$ cat src/rtl/dport_source.sv
// dport_source: byte stream source for a system input port.
//
// A producer appends bytes through the load port. The consumer requests one
// byte at a time on dport_read and receives it on dport_in with dport_valid
// one cycle later. The bytes sit in a circular FIFO of DEPTH entries. A byte
// loaded with load_last marks the end of the stream. After that byte has been
// delivered the source reports done, and it stays done until reset.
//
// Ports
//   clk          system clock; all state changes on the rising edge
//   reset        synchronous, active-high reset
//   load_data    byte to append to the stream
//   load_write   append load_data this cycle
//   load_last    qualifies load_write; marks the byte as end-of-stream
//   load_full    buffer holds DEPTH bytes
//   dport_read   request the next byte
//   dport_in     byte for the previous-cycle request (holds when idle)
//   dport_valid  dport_in carries a real stream byte; one-cycle pulse
//   empty        buffer holds zero bytes
//   count        number of bytes currently buffered
//   underflow    sticky: a read found the buffer empty
//   overflow     sticky: a load was dropped
//   done         the end-of-stream byte has been delivered
//
// States
//   FILL   | accepting loads; no end-of-stream byte seen yet
//   CLOSED | end-of-stream byte buffered; loads dropped, reads served
//   DONE   | end-of-stream byte delivered; loads dropped, reads underflow

module dport_source #(
  parameter int DEPTH = 256
) (
  input  logic                     clk,
  input  logic                     reset,
  input  logic [7:0]               load_data,
  input  logic                     load_write,
  input  logic                     load_last,
  output logic                     load_full,
  input  logic                     dport_read,
  output logic [7:0]               dport_in,
  output logic                     dport_valid,
  output logic                     empty,
  output logic [$clog2(DEPTH):0]   count,
  output logic                     underflow,
  output logic                     overflow,
  output logic                     done
);

  localparam int AW = $clog2(DEPTH);
  localparam int CW = AW + 1;
  localparam logic [CW-1:0] FULL_CNT = CW'(DEPTH);

  localparam logic [1:0] FILL   = 2'd0;
  localparam logic [1:0] CLOSED = 2'd1;
  localparam logic [1:0] DONE   = 2'd2;

  logic [7:0]    mem [DEPTH];
  logic [AW-1:0] head;
  logic [AW-1:0] tail;
  logic [AW-1:0] last_ptr;
  logic [1:0]    state;

  logic read_served;
  logic load_accept;
  logic eos_read;

  // A read is served only from bytes that are already buffered. There is no
  // bypass from load_data. DONE forces an underflow even though the buffer
  // is necessarily empty by then.
  always_comb begin
    read_served = dport_read && (count != '0) && (state != DONE);
    // A full buffer can still take a byte when a read frees a slot in the
    // same cycle.
    load_accept = load_write && (state == FILL) &&
                  ((count != FULL_CNT) || read_served);
    // No load is accepted after the end-of-stream byte. So once that byte
    // reaches the head, it is the last byte in the buffer.
    eos_read    = read_served && (state == CLOSED) && (head == last_ptr);
  end

  assign load_full = (count == FULL_CNT);
  assign empty     = (count == '0);
  assign done      = (state == DONE);

  // Storage has no reset. Stale entries cannot be reached because reset
  // clears both pointers and the count.
  always_ff @(posedge clk) begin
    if (!reset && load_accept) begin
      mem[tail] <= load_data;
    end
  end

  always_ff @(posedge clk) begin
    if (reset) begin
      state       <= FILL;
      head        <= '0;
      tail        <= '0;
      last_ptr    <= '0;
      count       <= '0;
      dport_in    <= 8'h00;
      dport_valid <= 1'b0;
      underflow   <= 1'b0;
      overflow    <= 1'b0;
    end else begin
      if (load_accept) begin
        tail <= tail + 1'b1;
        if (load_last) begin
          state    <= CLOSED;
          last_ptr <= tail;
        end
      end else if (load_write) begin
        overflow <= 1'b1;
      end

      // With a simultaneous write to the same slot (full buffer), mem[head]
      // still yields the old head byte.
      if (read_served) begin
        head        <= head + 1'b1;
        dport_in    <= mem[head];
        dport_valid <= 1'b1;
        if (eos_read) begin
          state <= DONE;
        end
      end else begin
        dport_valid <= 1'b0;
        if (dport_read) begin
          dport_in  <= 8'h00;
          underflow <= 1'b1;
        end
      end

      case ({load_accept, read_served})
        2'b10:   count <= count + 1'b1;
        2'b01:   count <= count - 1'b1;
        default: count <= count;
      endcase
    end
  end

endmodule

$ cat config.mk
export PLATFORM = sky130hd
export DESIGN_NAME = dport_source
export DESIGN_NICKNAME = d
export VERILOG_FILES = /design/src/rtl/dport_source.sv
export SDC_FILE = /design/constraint.sdc
export NUM_CORES = 2
export LEC_CHECK = 0
export ABC_AREA = 1
export CAP_MARGIN = 20
export CORE_MARGIN = 4
export CORE_UTILIZATION = 50
export CTS_CLUSTER_DIAMETER = 80
export DETAILED_ROUTE_END_ITERATION = 16
export PLACE_DENSITY = 0.65
export SYNTH_ARGS = -nofsm -noshare
export SYNTH_HDL_FRONTEND = slang
export SYNTH_SLANG_ARGS = --single-unit
$ cat constraint.sdc
create_clock -name clk -period 4.2 [get_ports clk]
set_input_delay 0.84 -clock clk [delete_from_list [all_inputs] [get_ports clk]]
set_output_delay 0.84 -clock clk [all_outputs]
set_load 0.05 [all_outputs]
==> flow_metrics.tcl <==
set metrics [dict create \
    vias 57600 \
    grt_remaining_overflow 0 \
    p_leak_nw 34.1 \
    area_growth_pct 12.3 \
    max_stage_delay_ns 0.81 \
    final_cell_count_no_fill 9863 \
    crit_fanout 4 \
    crit_slowest_cell "clkdlybuf4s50_1" \
    post_cts_resized 0 \
    reg2reg_slack_ns 1.00 \
    cts_tree "yes" \
    setup_viol 0 \
    max_slew_margin_pct 22.9 \
    grt_max_degree 201 \
    highest_layer "met4" \
    cp.arrival_ns 2.54 \
    clkTransAtPathRegs_ns 0.06 \
    synthSimpleGateAreaFrac_pct 23.3 \
    synth_ff_type "edfxtp_1" \
    grt_pass1_vias 56100 \
    ir_drop_v 0.000457 \
    timing.max_cap.violations 0 \
    nets 7492 \
    post_cts_buffers 0 \
    met3WireLength_mm 22.8 \
    skew_ns 0.0416 \
    yosysWarnings 0 \
    drive_above_1_share_pct 8.70 \
    synth_top_cell_by_area "edfxtp_1" \
    ant_nets 0 \
    worstRegToRegCells 14 \
    finalCritPeriodShare_pct 80.4 \
    die_y_um 422 \
    synth_mux_area_share_pct 0 \
    period_needed_ns 3.38 \
    end_kind "output pin" \
    synthTopCellsByCount "nand2_1, edfxtp_1, nand3_1" \
    dr_wl_met2_mm 109 \
    clk_latency_ns 0.83 \
    ios 36 \
    required_ns 3.36 \
    drv_slew 0 \
    avgSynthCellArea_um2 11.6 \
    tightestPinTransition_ns 1.16 \
    min_to "mem[175][6]" \
    routabilityCongestion 0.914 \
    ys_async_sr_fraction_pct 0 \
    synth-edff-count 2048 \
    power.density_nw_per_um2 537 \
    crit_type "register to output pin" \
    initial_core_util_pct 50.5 \
    wl_mm 237 \
    syn_nets 7414 \
    die_area_um2 178000 \
    place_hpwl_mm 141 \
    cts.sinks 2102 \
    synth_top_area_share_pct 71.6 \
    cts_made_buffers 207 \
    synth_compound_area_share_pct 0.364 \
    die_w_um 422 \
    firstDrtPassIters 6 \
    synth_cell_type_count 36 \
    grt_pass1_wl_mm 352 \
    hp-class "primary input to register" \
    path_buf_inv 2 \
    setup_slack_ns 0.821 \
    clockRootBuffer "clkbuf_16" \
    post_drt_via_cell_ratio 5.84 \
    cts_max_path_buffers 3 \
    io_buffer_count 35 \
    synthXorXnorAreaFrac_pct 0.143 \
    holdPathStages 1 \
    synth_fa_ha_area_share_pct 0.102 \
    grt_use_total_pct 26.2 \
    rsz0062_at_grt "false" \
    drt_iter0_markers 7422 \
    path_cells "nor2_1, nand2_1, nor2_1, nand2_1, inv_1, clkdlybuf4s50_1" \
    status "finished clean" \
    netlist_area_um2 85900 \
    synth_area_leaders "edfxtp_1, nand3_1, nand2_1, buf_2, nor2_1" \
    row_count 151 \
    hold_start "load_data[6]" \
    antenna_found_initial 4 \
    synthMostInstantiatedCell "nand2_1" \
    hold_slack_ns 0.437 \
    ys_ff_latch 2102 \
    yosysSeqAreaShare_pct 72.9 \
    fin_util_pct 56.7 \
    r2r_end "dport_in[1]" \
    fin_setup_tns_ns 0 \
    cts_hold_buf 0 \
    htree_num_levels 4 \
    dp_slack_ns 0.263 \
    hold_viol_final 0 \
    routedWlPerCell_um 24.0 \
    core-area_um2 170000 \
    critPathTopFamily "buffers and inverters" \
    syn_inst 7394 \
    post-place-cells 9481 \
    met1_length_mm 95.2 \
    synth_top_family_by_area "simple AND/OR/NAND/NOR gates" \
    post-route-drc-count 0 \
    max_freq_ghz 0.296 \
    critPathLaunchType "register" \
]
[where the power goes]
part           internal (mW)  total [mW]  switching, mW  leakage, nW
clock network           10.6        18.4           7.85         3.30
registers               23.1        23.3          0.208         18.8
logic                   2.75        10.1           7.31         12.0
total                   36.4        51.8           15.4         34.1
[placed cells by master (no fill, tap or decap), types with 2 or more instances in the layout]
cell             count
a21oi_1             28
a31oi_1              2
buf_12              46
buf_4              278
buf_8                8
bufinv_16           21
clkbuf_1            31
clkbuf_16          211
clkbuf_8             6
clkdlybuf4s50_1     27
clkinv_1            46
clkinv_2            38
clkinv_4             7
clkinvlp_4          10
dfxtp_1             49
dfxtp_4              4
diode_2              3
edfxtp_1          2048
ha_1                 7
inv_1               77
inv_16               5
inv_6                5
inv_8                2
nand2_1           2317
nand2_2              5
nand2_4              4
nand3_1           1974
nand3_2              3
nand4_1              5
nor2_1             309
nor2_2               2
nor3_1              11
nor3_2               2
o21ai_0             25
xnor2_1              3
xor2_1              11
[routing by layer]
metal  up-vias  track usage [%]
met5         -                0
met4         0             10.9
met3       510             5.33
met2      2985             41.1
met1     27900             36.1
li1      26200                -
[worst reg2reg max path: stages, from the launching register on]
cell     delay, ns
dfxtp_4       0.67
buf_12        0.38
buf_4         0.54
nand2_1       0.10
nand3_1       0.12
nand3_1       0.15
nand3_1       0.17
nand3_1       0.18
nand2_1       0.26
nand2_1       0.10
nand2_1       0.07
nand2_1       0.04
nand3_1       0.19
nand3_1       0.10
nand2_1       0.08
[flip-flops by register name, summed over array words and instances (netlist names), 2 cells and up, named ones only]
register	flops
dport_in	8
mem	2048
state	2
tail	8
count	9
last_ptr	8
head	8
[cells by family after synthesis]
family,after synthesis
AND/OR/NAND/NOR,4638
XOR/XNOR,14
AO/OA/AOI/OAI,59
buffers and inverters,574
adder cells (fa/ha/maj),7
flip-flops,2102
[through the flow]
step	total power, mW	cell area [µm²]
5_1_grt	53.9	96500
4_1_cts	51.9	96500
6_report	51.8	96500
3_3_place_gp	33.6	89700
2_1_floorplan	30.4	85900
3_5_place_dp	33.7	89700
[final cells by class]
| cell class | count | area (µm²) |
|---|---|---|
| Clock inverter | 131 | 1280 |
| Timing Repair Buffer | 360 | 3430 |
| Multi-Input combinational cell | 4718 | 20600 |
| Fill cell | 13900 | 73600 |
| Tap cell | 2218 | 2780 |
| Inverter | 83 | 345 |
| Antenna cell | 3 | 7.51 |
| Sequential cell | 2102 | 62600 |
| Clock buffer | 248 | 5480 |
[worst max-delay path by stage]
stage / from / end / slack [ns] / cells after the start
floorplan: count[8] / count[8] / 0.93 / 17
global placement: load_write / mem[93][1] / 0.24 / 8
detailed placement: load_write / mem[93][6] / 0.26 / 8
CTS: count[5] / empty / 0.75 / 6
global route: count[5] / empty / 0.71 / 6
finish: count[5] / empty / 0.82 / 6
No activity file was read; power rests on OpenSTA's default activity.
